$ cat config.mk
export PLATFORM = sky130hd
export DESIGN_NAME = cordic_sincos
export DESIGN_NICKNAME = d
export VERILOG_FILES = /design/src/rtl/cordic_sincos.sv
export SDC_FILE = /design/constraint.sdc
export NUM_CORES = 1
export LEC_CHECK = 0
export CAP_MARGIN = 20
export CELL_PAD_IN_SITES_DETAIL_PLACEMENT = 1
export CELL_PAD_IN_SITES_GLOBAL_PLACEMENT = 1
export CORE_UTILIZATION = 30
export CTS_CLUSTER_DIAMETER = 30
export DETAILED_ROUTE_END_ITERATION = 7
export GPL_TIMING_DRIVEN = 0
export PLACE_DENSITY = 0.68
export SYNTH_ARGS = -nofsm -noshare
export SYNTH_HDL_FRONTEND = slang
export SYNTH_SLANG_ARGS = --single-unit
$ cat constraint.sdc
create_clock -name clk -period 16.3 [get_ports clk]
set_clock_uncertainty 0.05 [all_clocks]
set_input_delay 2.445 -clock clk [delete_from_list [all_inputs] [get_ports clk]]
set_output_delay 2.445 -clock clk [all_outputs]
set_load 0.1 [all_outputs]
$ cat src/rtl/cordic_sincos.sv
// Rotation-mode CORDIC: Q16.16-degree angle in, Q16.16 (cos, sin) out.
// The angle is folded into +/-90 deg, then rotated ITER times with the gain pre-applied to x.
module cordic_sincos #(
   parameter int unsigned ITER = 16
) (
   input  logic               clk,
   input  logic               rst,
   input  logic               in_valid,
   output logic               in_ready,
   input  logic signed [31:0] theta,
   output logic               out_valid,
   input  logic               out_ready,
   output logic signed [31:0] cos_out,
   output logic signed [31:0] sin_out,
   output logic               out_err
);

   localparam int unsigned W  = 32;
   localparam int unsigned IW = 5;

   localparam logic signed [W-1:0] DEG90  = 32'sd5898240;
   localparam logic signed [W-1:0] DEG180 = 32'sd11796480;
   localparam logic signed [W-1:0] K_GAIN = 32'sd39797;

   typedef enum logic [1:0] {
      S_IDLE,
      S_PRE,
      S_ITER,
      S_DONE
   } state_t;

   state_t              state;
   logic signed [W-1:0] theta_r;
   logic signed [W-1:0] x;
   logic signed [W-1:0] y;
   logic signed [W-1:0] z;
   logic [IW-1:0]       i;
   logic                neg;
   logic                err;

   logic signed [W-1:0] x_sh;
   logic signed [W-1:0] y_sh;
   logic signed [W-1:0] atan_i;
   logic signed [W-1:0] x_nxt;
   logic signed [W-1:0] y_nxt;
   logic signed [W-1:0] z_nxt;

   // round(atan(2^-idx) in degrees x 65536)
   function automatic logic signed [W-1:0] atan_lut(input logic [IW-1:0] idx);
      case (idx)
         5'd0:    atan_lut = 32'sd2949120;
         5'd1:    atan_lut = 32'sd1740967;
         5'd2:    atan_lut = 32'sd919879;
         5'd3:    atan_lut = 32'sd466945;
         5'd4:    atan_lut = 32'sd234379;
         5'd5:    atan_lut = 32'sd117304;
         5'd6:    atan_lut = 32'sd58666;
         5'd7:    atan_lut = 32'sd29335;
         5'd8:    atan_lut = 32'sd14668;
         5'd9:    atan_lut = 32'sd7334;
         5'd10:   atan_lut = 32'sd3667;
         5'd11:   atan_lut = 32'sd1833;
         5'd12:   atan_lut = 32'sd917;
         5'd13:   atan_lut = 32'sd458;
         5'd14:   atan_lut = 32'sd229;
         5'd15:   atan_lut = 32'sd115;
         default: atan_lut = '0;
      endcase
   endfunction

   // One micro-rotation; direction follows the sign of the residual angle.
   always_comb begin
      x_sh   = x >>> i;
      y_sh   = y >>> i;
      atan_i = atan_lut(i);
      x_nxt  = x;
      y_nxt  = y;
      z_nxt  = z;
      if (!z[W-1]) begin
         x_nxt = x - y_sh;
         y_nxt = y + x_sh;
         z_nxt = z - atan_i;
      end else begin
         x_nxt = x + y_sh;
         y_nxt = y - x_sh;
         z_nxt = z + atan_i;
      end
   end

   always_ff @(posedge clk) begin
      if (rst) begin
         state     <= S_IDLE;
         in_ready  <= 1'b1;
         out_valid <= 1'b0;
         cos_out   <= '0;
         sin_out   <= '0;
         out_err   <= 1'b0;
         theta_r   <= '0;
         x         <= '0;
         y         <= '0;
         z         <= '0;
         i         <= '0;
         neg       <= 1'b0;
         err       <= 1'b0;
      end else begin
         case (state)
            S_IDLE: begin
               if (in_valid && in_ready) begin
                  theta_r  <= theta;
                  in_ready <= 1'b0;
                  state    <= S_PRE;
               end
            end
            // Range check and fold into [-90, +90]; exactly +/-90 stays unfolded.
            S_PRE: begin
               err <= (theta_r > DEG180) || (theta_r < -DEG180);
               if (theta_r > DEG90) begin
                  z   <= theta_r - DEG180;
                  neg <= 1'b1;
               end else if (theta_r < -DEG90) begin
                  z   <= theta_r + DEG180;
                  neg <= 1'b1;
               end else begin
                  z   <= theta_r;
                  neg <= 1'b0;
               end
               x     <= K_GAIN;
               y     <= '0;
               i     <= '0;
               state <= S_ITER;
            end
            S_ITER: begin
               x <= x_nxt;
               y <= y_nxt;
               z <= z_nxt;
               i <= i + IW'(1);
               if (i == IW'(ITER - 1)) begin
                  state     <= S_DONE;
                  out_valid <= 1'b1;
                  out_err   <= err;
                  cos_out   <= err ? '0 : (neg ? -x_nxt : x_nxt);
                  sin_out   <= err ? '0 : (neg ? -y_nxt : y_nxt);
               end
            end
            S_DONE: begin
               if (out_ready) begin
                  state     <= S_IDLE;
                  out_valid <= 1'b0;
                  in_ready  <= 1'b1;
               end
            end
            default: state <= S_IDLE;
         endcase
      end
   end

endmodule

==> flow_summary.toml <==
[sta]
relSlewSlack_pct = 22.25
tightest_slew_ns = 1.166
grt_setup_unrepaired = "false"
period_share_pct = 63.64
timing.fmax_ghz = 0.09640
hold_viol = 0
slew_viol_final = 0
setup_viol = 0
period_minus_slack_ns = 10.37
whs_ns = 0.3974
setup_tns_ns = 0

[floorplanning]
die-area_mm2 = 0.07452
rows = 98
core_mm2 = 0.07210
io_pins = 103
die_width_um = 273.0
start_util_pct = 30.55
die_h_um = 273.0

[clocking]
cts_sinks = 226
cts_setup_buffers = 0
cts_buffers = 68
clk_pin_slew_ns = 0.05
clockBufferDepth = 3
cts_tree = "built"
cts_hold_buf = 0
htree_levels = 3
cts_root_buf = "clkbuf_16"
clk_latency_ns = 0.61
cts_resized = 0

[hold_path]
hold_path_end = "cos_out[24]"
hp-start = "cos_out[24]"
hold_depth = 2
hold_path_class = "flop to flop"

[global_routing]
grt_overflow = 0
grt_max_degree = 13
grt_pass1_wl_mm = 158.9
grt_pass1_vias = 24440
grt.total_usage_pct = 28.28
antenna_found_initial = 2

[finish]
drive_gt1_share_pct = 10.26
fillers = 8764
nNetsFinal = 3154
n_antenna_cell = 0
area_growth_pct = 21.12

[synth]
yosysUniqueCellTypes = 101
ys_async_sr_fraction_pct = 0
synthCells = 2818
synth_edf_count = 0
synth_flop_cell = "dfxtp_1"
ys_seq_area_share_pct = 20.54
synthesis.nets = 2976
yosys_warnings = 0
netlist_area_mm2 = 0.02203
syn_avg_cell_area_um2 = 7.818
ys_ff_latch = 226

[routing]
postRouteAntennaNets = 0
viasPerCell = 6.015
drc_errors = 0
vias = 24060
wl_mm = 107.3
avgRoutedWirePerCell_um = 26.83
dr.pass1.iters = 6
drt_iter0_markers = 2320

[critical_path]
cp-start-kind = "flop"
reg2reg_to = "sin_out[29]"
crit_top_cell = "clkbuf_1"
path_buf_inv = 7
r2r-start = "i[4]"
max_stage_delay_ns = 0.89
critPathTopFamily = "buffers and inverters"
worstSetupPathType = "flop to flop"
crit_required_ns = 16.71
worstPathArrival_ns = 10.78
reg2reg_depth = 27
cp-end-kind = "flop"
crit_fanout = 10
reg2reg_slack_ns = 5.93
cp_slowest_cell = "clkbuf_1"

[pwr]
p_leak_nw = 9.958
p_comb_share_pct = 62.7
p_sw_share_pct = 50.36
powerDensity_mw_per_mm2 = 211.3
power.clock.fraction_pct = 24.4
p_int_mw = 2.798
p_sw_mw = 2.839
peakVddDrop_mv = 0.1294
seqPwrFrac_pct = 12.9

[placed_design]
post-dp-hpwl_mm = 83.74
io_buffers = 102
gp_congestion = 1.090

[outcome]
status = "complete, no violations"

[job]
max_cap_viol_count = 0
-- cell usage after synthesis, types with 22 or more instances --
library cell,count,area (um2)
a211oi_1,47,352.8
mux2i_1,80,800.8
a31oi_1,28,175.2
nor2_1,348,1306
nor3_1,57,285.3
a21oi_1,222,1111
nor2b_1,35,219.0
o22ai_1,24,150.1
xnor2_1,149,1305
a21o_1,41,307.8
nand2_1,268,1006
dfxtp_1,226,4524
nand3_1,34,170.2
buf_2,28,140.1
mux4_2,73,1644
o21ai_0,138,690.7
inv_1,58,217.7
o21a_1,28,210.2
o21ai_1,32,160.2
clkbuf_1,126,473.0
mux2_2,33,371.6
ha_1,119,1489
buf_1,22,82.58
o31ai_1,28,210.2
nand2b_1,27,168.9
xor2_1,65,569.3
a22oi_1,105,788.3
-- cells in the final DEF (no fill, tap or decap), types with 41 or more instances in the layout --
master,netlist,final
nand2_1,268,268
o21ai_0,138,138
a21oi_1,222,222
inv_1,58,58
mux4_2,73,73
nor2_1,348,348
a22oi_1,105,105
mux2i_1,80,80
clkdlybuf4s50_1,0,102
xnor2_1,149,149
a211oi_1,47,47
dfxtp_1,226,226
ha_1,119,119
clkbuf_1,126,136
nor3_1,57,57
a21o_1,41,41
xor2_1,65,65
clkbuf_16,0,70
-- worst register-to-register path, delay by kind of cell, from the launching register on --
kind | cells | cell delay (ns)
AOI/OAI and AO/OA | 7 | 1.85
xor gates and xnor gates | 3 | 0.89
adders and majority gates | 2 | 0.55
buffers and inverters | 7 | 4.64
DFF | 1 | 0.39
and+or+nand+nor | 8 | 1.88
-- state kept, by name (all words and copies together) (netlist names), named ones only --
name	count
cos_out	32
sin_out	32
theta_r	32
x	32
y	32
z	32
i	5
state	2
err	1
in_ready	1
neg	1
out_err	1
out_valid	1
-- per-layer routing --
layer  part of all wire [%]  GRT usage, %  up-vias
met5                  0.013             0        -
met2                     45         45.60     1107
li1                       -             -    10840
met4                    6.0         15.05        2
met3                    8.4         6.880      357
met1                     41         34.66    11750
-- how the worst max path moves through the flow --
stage	slack (ns)	startpoint	end	cells after the start
after floorplan	9.66	i[4]	sin_out[26]	23
after global placement	6.37	i[4]	sin_out[31]	27
after detailed placement	6.41	i[4]	sin_out[31]	27
after CTS	6.32	i[4]	sin_out[28]	27
after global routing	5.61	i[4]	sin_out[29]	27
final	5.93	i[4]	sin_out[29]	27
-- layout make-up --
type | count | area [um2] | area share [%]
inverter | 64 | 240.2 | 0.9004
timing repair buffer | 108 | 1080 | 4.047
multi-input combinational | 2343 | 16510 | 61.87
clock buffer | 86 | 1872 | 7.015
clock inverter | 38 | 499.2 | 1.871
tap | 950 | 1189 | 4.455
buffer | 185 | 770.7 | 2.889
sequential | 226 | 4524 | 16.96
-- per-stage QoR --
step	setup WS (ns)	instances	power [mW]	util (%)	area, um2
2_1_floorplan	9.661	2818	3.088	-	22030
3_3_place_gp	6.369	3870	4.126	33.62	24240
3_5_place_dp	6.405	3873	4.174	33.69	24290
4_1_cts	6.324	3997	5.589	36.98	26660
5_1_grt	5.611	4000	5.955	37.01	26680
6_report	5.927	4000	5.637	37.01	26680
-- logic make-up (layout without fill, tap and decap cells) --
kind of cell | count (synthesis) | after routing | share of synthesized area [%]
compound gates | 885 | 885 | 26.76
fa+ha+maj | 122 | 122 | 7.031
flops | 226 | 226 | 20.54
xor+xnor | 214 | 214 | 8.508
simple gates | 933 | 933 | 19.63
mux | 189 | 189 | 12.94
buf+inv | 249 | 481 | 4.589
-- power by group through the flow --
stage,combinational (mW),clock (mW),sequential [mW]
6_report,3.54,1.38,0.727
5_1_grt,3.80,1.42,0.733
4_1_cts,3.48,1.39,0.723
3_5_place_dp,3.44,0,0.731
3_3_place_gp,3.40,0,0.729
2_1_floorplan,2.39,0,0.695
Note: power is estimated with default switching activity, not from simulation.
